[src/rtl/mux_rr_arbiter.sv]
// Round-robin owner of a shared 4:1 gate-level mux.
// Drives the mux select lines and waits for the select path to settle before
// flagging the owner's data as valid. It also bounds how long one owner may keep
// the mux while other requesters are waiting.
// Ports:
//   clk         rising-edge clock
//   reset_n     asynchronous active-low reset
//   req[3:0]    level requests, bit i = mux input i, held until done
//   grant[3:0]  one-hot current owner, 0 when none
//   grant_valid mux output settled and owned by grant
//   address0/1  mux select LSB/MSB (owner index)
module mux_rr_arbiter #(
  parameter int unsigned SETTLE_CYCLES = 2,  // legal 1..15
  parameter int unsigned MAX_HOLD      = 8   // legal 0..255, 0 = no limit
) (
  input  logic       clk,
  input  logic       reset_n,
  input  logic [3:0] req,
  output logic [3:0] grant,
  output logic       grant_valid,
  output logic       address0,
  output logic       address1
);

  localparam int unsigned N_REQ   = 4;
  localparam int unsigned PTR_W   = 2;
  localparam int unsigned SET_W   = 4;
  localparam int unsigned HOLD_W  = 8;

  typedef enum logic [1:0] {S_IDLE, S_SWITCH, S_OWN} state_t;

  state_t              r_state;
  logic [N_REQ-1:0]    r_grant;
  logic                r_valid;
  logic [PTR_W-1:0]    r_addr;
  logic [PTR_W-1:0]    r_ptr;
  logic [SET_W-1:0]    r_settle;
  logic [HOLD_W-1:0]   r_hold;

  logic [N_REQ-1:0]    w_mask;
  logic                w_any;
  logic [PTR_W-1:0]    w_win;
  logic                w_owner_req;
  logic                w_settled;
  logic                w_hold_done;

  // Candidates: while owning, the current owner is never eligible to win.
  assign w_mask      = (r_state == S_OWN) ? (req & ~r_grant) : req;
  assign w_any       = |w_mask;
  assign w_owner_req = |(req & r_grant);
  assign w_settled   = (r_settle == SET_W'(SETTLE_CYCLES - 1));
  // The count keeps running while nobody waits, so a late waiter still forces
  // rotation as soon as it appears once the hold budget is spent.
  assign w_hold_done = (MAX_HOLD != 0) && (r_hold >= HOLD_W'(MAX_HOLD - 1));

  // First set candidate bit searching ptr, ptr+1, ... (mod 4).
  always_comb begin
    w_win = '0;
    for (int k = N_REQ - 1; k >= 0; k--) begin
      if (w_mask[r_ptr + PTR_W'(k)]) w_win = r_ptr + PTR_W'(k);
    end
  end

  // Arbitration FSM with registered outputs.
  always_ff @(posedge clk or negedge reset_n) begin
    if (!reset_n) begin
      r_state  <= S_IDLE;
      r_grant  <= '0;
      r_valid  <= 1'b0;
      r_addr   <= '0;
      r_ptr    <= '0;
      r_settle <= '0;
      r_hold   <= '0;
    end else begin
      case (r_state)
        S_IDLE: begin
          if (w_any) begin
            r_state  <= S_SWITCH;
            r_grant  <= N_REQ'(1) << w_win;
            r_addr   <= w_win;
            r_ptr    <= w_win + PTR_W'(1);
            r_settle <= '0;
          end
        end
        S_SWITCH: begin
          if (!w_owner_req) begin
            r_state <= S_IDLE;
            r_grant <= '0;
          end else if (w_settled) begin
            r_state <= S_OWN;
            r_valid <= 1'b1;
            r_hold  <= '0;
          end else begin
            r_settle <= r_settle + SET_W'(1);
          end
        end
        S_OWN: begin
          if (!w_owner_req || (w_hold_done && w_any)) begin
            r_valid <= 1'b0;
            if (w_any) begin
              r_state  <= S_SWITCH;
              r_grant  <= N_REQ'(1) << w_win;
              r_addr   <= w_win;
              r_ptr    <= w_win + PTR_W'(1);
              r_settle <= '0;
            end else begin
              r_state <= S_IDLE;
              r_grant <= '0;
            end
          end else if (r_hold != {HOLD_W{1'b1}}) begin
            r_hold <= r_hold + HOLD_W'(1);
          end
        end
        default: begin
          r_state <= S_IDLE;
          r_grant <= '0;
          r_valid <= 1'b0;
        end
      endcase
    end
  end

  assign grant       = r_grant;
  assign grant_valid = r_valid;
  assign address0    = r_addr[0];
  assign address1    = r_addr[1];

endmodule

[config.mk]
export PLATFORM = sky130hd
export DESIGN_NAME = mux_rr_arbiter
export DESIGN_NICKNAME = d
export VERILOG_FILES = /design/src/rtl/mux_rr_arbiter.sv
export SDC_FILE = /design/constraint.sdc
export NUM_CORES = 1
export LEC_CHECK = 0
export ABC_AREA = 1
export CORE_ASPECT_RATIO = 0.7
export CORE_MARGIN = 2
export CORE_UTILIZATION = 50
export DETAILED_ROUTE_END_ITERATION = 16
export DONT_BUFFER_PORTS = 1
export PLACE_DENSITY = 0.72
export SLEW_MARGIN = 10
export SYNTH_ARGS = -nofsm -noshare
export SYNTH_HDL_FRONTEND = slang
export SYNTH_SLANG_ARGS = --single-unit
[constraint.sdc]
create_clock -name clk -period 3.74 [get_ports clk]
set_input_delay 0.748 -clock clk [delete_from_list [all_inputs] [get_ports clk]]
set_output_delay 0.748 -clock clk [all_outputs]
set_load 0.005 [all_outputs]
# --- Yosys cells after proc, flatten, opt, wreduce, memory -nomap -nowiden ---
# Index checks and enable logic that the tools add are counted.
# W data, S select, Z words.
totals:
  out_inout_bits: 7
  elab_cells: 95
  ff_bits: 23
  in_bits: 6
classes:
  bitwise: 4
  eq_ne: 13
  n_reduce_logical: 15
  addsub: 6
  n_shift: 1
  n_mux: 44
  magnitude_cmp: 5
ops:
  columns: ["op", "n"]
  rows:
  - ["$mux W4", 9]
  - ["$mux W8", 4]
  - ["$mux W2", 12]
  - ["$pmux W4 S3", 2]
  - ["$pmux W8 S2", 1]
  - ["$lt A2 B3 Y1 const B", 4]
  - ["$ne A2 B2 Y1 const B", 6]
  - ["$add A8 B1 Y8 const B", 1]
  - ["$and A4 B4 Y4", 2]
  - ["$bmux W1 S2", 4]
  - ["$ge A8 B3 Y1 const B", 1]
  - ["$mux W1", 8]
  - ["$ne A8 B8 Y1 const B", 1]
  - ["$pmux W2 S2", 2]
  - ["$reduce_and A4 Y1", 2]
  - ["$reduce_or A4 Y1", 2]
  - ["$pmux W2 S3", 1]
  - ["$reduce_and A3 Y1", 2]
  - ["$reduce_and A5 Y1", 1]
  - ["$add A2 B1 Y2 const B", 2]
  - ["$add A2 B2 Y2 const B", 2]
  - ["$add A4 B1 Y4 const B", 1]
  - ["$eq A4 B1 Y1 const B", 1]
  - ["$ne A2 B1 Y1 const B", 2]
  - ["other kinds (14)", 15]

# --- Depth between registers and ports, before layout ---
depth:
  word_depth: 13
  ltp_mapped: 14
  mapped_depth_nobuf: 14

# --- Worst setup path before layout ---
# No wires, ideal clock.
synth_timing:
  kind: "input port to flip-flop"
  start: "in req[0]"
  end: "reg r_ptr[1]"
  setup_ns: 0.122
  t_required_ns: 3.618
  path_slack_ns: 1.904
  t_arrival_ns: 1.714
  n_path_buf: 0
  cell_stages: 12
  path_cell_list: "nand3_1 > nand2_1 > nand2_1 > nand2_1 > nand2_1 > nand2_1 > nand2_1 > nand2_1 > inv_1 > ha_1 > nand2_1 > o21ai_1"
synth_between:
  elab_chain_len: 12
  word_cells_on_any_way: 26
  cone_classes: "1 x add/sub; 1 x eq/ne; 16 x mux; 2 x bitwise; 6 x reduce/logical"
synth_rtl:
  columns: ["item", "line_no", "source"]
  rows:
  - ["start: declaration", "18", "input logic [3:0] req,"]
  - ["$and A4 B4 Y4", "48", "assign w_mask = (r_state == S_OWN) ? (req & ~r_grant) : req;"]
  - ["$mux W4 *", "48", null]
  - ["$bmux W1 S2", "60", "if (w_mask[r_ptr + PTR_W'(k)]) w_win = r_ptr + PTR_W'(k);"]
  - ["$mux W1 (not written as such)", "60", null]
  - ["$mux W2 (3 in a row)", "60", null]
  - ["$mux W2 *", "60", null]
  - ["named net w_win[0]", "42", "logic [PTR_W-1:0] w_win;"]
  - ["$add A2 B1 Y2 *", "81, 104", null]
  - ["$mux W2 *", "77, 100", null]
  - ["$mux W2", "98", "if (!w_owner_req || (w_hold_done && w_any)) begin"]
  - ["$pmux W2 S2 *", "75", "case (r_state)"]
  - ["end signal: assignment", "81", "r_ptr <= w_win + PTR_W'(1);"]
  - ["end signal: assignment", "104", "r_ptr <= w_win + PTR_W'(1);"]
  - ["end: declaration", "36", "logic [PTR_W-1:0] r_ptr;"]
# Mark *: on every way through the listed nets, which the timed path passes. The rest lies on a longest branch. The select of a mux whose other input is x is not followed.
# A chain may end at the register's enable or synchronous reset.

# --- Final worst setup path ---
layout_timing:
  start: "reg r_ptr[0]"
  end: "reg r_ptr[1]"
layout_between:
  elab_chain_len: 11
  word_cells_on_any_way: 19
  cone_classes: "4 x add/sub; 15 x mux"
layout_rtl:
  columns: ["item", "line_no"]
  rows:
  - ["$add A2 B2 Y2", "60"]
  - ["$bmux W1 S2", "60"]
  - ["$mux W1 (not written as such)", "60"]
  - ["$mux W2 (3 in a row)", "60"]
  - ["$mux W2 *", "60"]
  - ["named net w_win[0]", "42"]
  - ["$add A2 B1 Y2 *", "81, 104"]
  - ["$mux W2 *", "77, 100"]
  - ["$mux W2", "98"]
  - ["$pmux W2 S2 *", "75"]
# Marked as above.

==> results.json <==
{
  "ir_drop_uv": 453,
  "cp-start-kind": "register",
  "hold_buffers": 0,
  "skew_ps": 4.86,
  "path_clk_slew_ps": 80,
  "cts_sinks": 23,
  "synth_cells": 212,
  "synthDistinctLibCells": 23,
  "via_count": 1342,
  "startpoint": "r_ptr[0]$_DFFE_PN0P_",
  "pwr_density_cell_nw_per_um2": 772,
  "grtUsageTotal": 0.208,
  "grt_pass1_vias": 1186,
  "fp-row-count": 16,
  "syn-cell-area_sq_um": 1510,
  "finalCritPeriodShare": 0.528,
  "die_area_sq_um": 3480,
  "initial_core_util": 0.534,
  "drt_wl_total_um": 3220,
  "p_leak_nw": 0.843,
  "synth_area_leader_cell": "dfrtp_1",
  "clkLatencyLatePin_ps": 270,
  "drc": 0,
  "layout-drive-gt1-share": 0.0787,
  "maxCapViolCount": 0,
  "via_per_inst": 5.33,
  "cts_root_buf": "clkbuf_8",
  "cts_resized": 0,
  "period_needed_ps": 1980,
  "port_buffers": 0,
  "final_nets": 230,
  "path_class": "register to register",
  "cp-end-kind": "register",
  "core_area_sq_um": 2820,
  "cts_tree": "yes",
  "grt_overflow": 0,
  "finalMaxSlewViolations": 0,
  "path_max_fanout": 7,
  "cts_made_buffers": 3,
  "cts_setup_buffers": 0,
  "max_freq_ghz": 0.506,
  "htree_levels": 1,
  "antenna-diode-count": 0,
  "post-place-ws_ps": 1710,
  "hold_slack_ps": 163,
  "outcome": "finished clean",
  "grt_pass1_wl_um": 5530,
  "setup_slack_ps": 1760,
  "register_area_sq_um": 576,
  "yosys-top-cells-area": "dfrtp_1 (38%), nand2_1 (20%), nand3_1 (8.6%)",
  "syn-num-nets": 225,
  "yosys_warnings": 0,
  "synth_top_area_frac": 0.382,
  "ys_seq_elements": 23,
  "avgRoutedWirePerCell_um": 12.8,
  "cp.arrival_ps": 2130,
  "avgSynthCellArea_sq_um": 7.11,
  "dr.first_iter.drc_count": 85,
  "hpwlAfterDp_um": 2500,
  "nFillCells": 253,
  "hold_viol": 0,
  "rsz0062_at_grt": "false",
  "grt_start_max_net_pins": 24,
  "tightest_slew_ps": 456,
  "die_y_um": 49.9,
  "setup_viol_count_final": 0,
  "multiInputGateArea_sq_um": 863,
  "ant_nets": 0,
  "relSlewSlack": 0.695,
  "tns_ps": 0,
  "dr.pass1.iters": 4,
  "area_growth_pct": 5.98,
  "antenna_found_initial": 0,
  "die_w_um": 69.6,
  "crit_required_ps": 3900,
  "pin_count": 13,
  "ys_seq_area_frac": 0.382,
  "hold_class": "input pin to asynchronous set/reset pin",
  "r2r_slack_ps": 1760,
  "reg2reg_from": "r_ptr[0]$_DFFE_PN0P_",
  "cts_buffer_depth": 2,
  "place.gp.congestion": 0.847
}
-- cell usage after synthesis, drive strengths merged --
library cell and number:
ha 7, nand4 4, a21oi 5, nand2 87
dfrtp 23, or2 2, nand3 27, nor2 16
xnor2 2, nand3b 2, o211ai 2, o21ai 8
a31oi 1, xor2 5, nor3 3, inv 18
-- sequential cells by signal (all words and copies together), names as in the netlist --
name,count
r_hold,8
grant,4
r_ptr,2
r_addr,2
r_settle,4
grant_valid,1
r_state,2
-- layout by cell type (no fill, tap or decap), drive strengths merged --
| cell type | n |
|---|---|
| a21oi | 5 |
| a31oi | 1 |
| clkbuf | 4 |
| dfrtp | 23 |
| ha | 7 |
| inv | 18 |
| nand2 | 87 |
| nand3 | 27 |
| nand3b | 2 |
| nand4 | 4 |
| nor2 | 16 |
| nor3 | 3 |
| o211ai | 2 |
| o21ai | 8 |
| or2 | 2 |
| xnor2 | 2 |
| xor2 | 5 |
-- critical path, cell delays in order (launching register included) --
cell	delay (ps)
dfrtp_1	480
inv_1	190
nand3_1	90
nand2_1	130
nand2_1	90
nand2_1	80
nand2_1	70
nand2_1	60
nand2_1	60
nand2_1	130
inv_1	80
ha_1	280
nand2_1	60
o21ai_1	60
-- through the flow --
step,power [W],util,instance area (sq um),instances
2_1_floorplan,0.000904,-,1510,212
3_3_place_gp,0.00104,0.550,1550,248
3_5_place_dp,0.00107,0.550,1550,248
4_1_cts,0.00123,0.566,1600,252
5_1_grt,0.00135,0.566,1600,252
6_report,0.00123,0.566,1600,252
-- layout make-up --
cell class / count / share of cell area
multi-input combinational: 171 / 0.541
inverter: 18 / 0.0423
sequential: 23 / 0.361
tap: 36 / 0.0282
clock buffer: 4 / 0.0282
-- layer usage --
layer	wire, um	share of wire	up-vias	GRT usage
met3	210	0.065	5	0.0634
met1	1720	0.54	615	0.306
met4	35	0.011	0	0.0588
li1	-	-	694	-
met2	1250	0.39	28	0.292
met5	0	0	-	0
-- report_power, final --
group          internal [W]  switching [W]
Clock             0.0000762      0.0000816
Sequential         0.000323      0.0000851
Combinational      0.000209       0.000458
Total              0.000608       0.000624
-- worst paths after layout --
check                      cells past startpoint                      end
max                                           13     r_ptr[1]$_DFFE_PN0P_
max reg2reg                                   13     r_ptr[1]$_DFFE_PN0P_
min                                            0    r_hold[3]$_DFFE_PN0P_
min in group clk                               2  grant_valid$_DFFE_PN0P_
min reg2reg                                    2  grant_valid$_DFFE_PN0P_
max in group asynchronous                      0  r_settle[3]$_DFFE_PN0P_
-- logic make-up after synthesis --
family	synth area share
buffers and inverters	0.0448
XOR/XNOR	0.0407
AO/OA/AOI/OAI	0.0606
AND/OR/NAND/NOR	0.414
flip-flops	0.382
adder cells (fa/ha/maj)	0.0581
No activity file was read; power rests on OpenSTA's default activity.
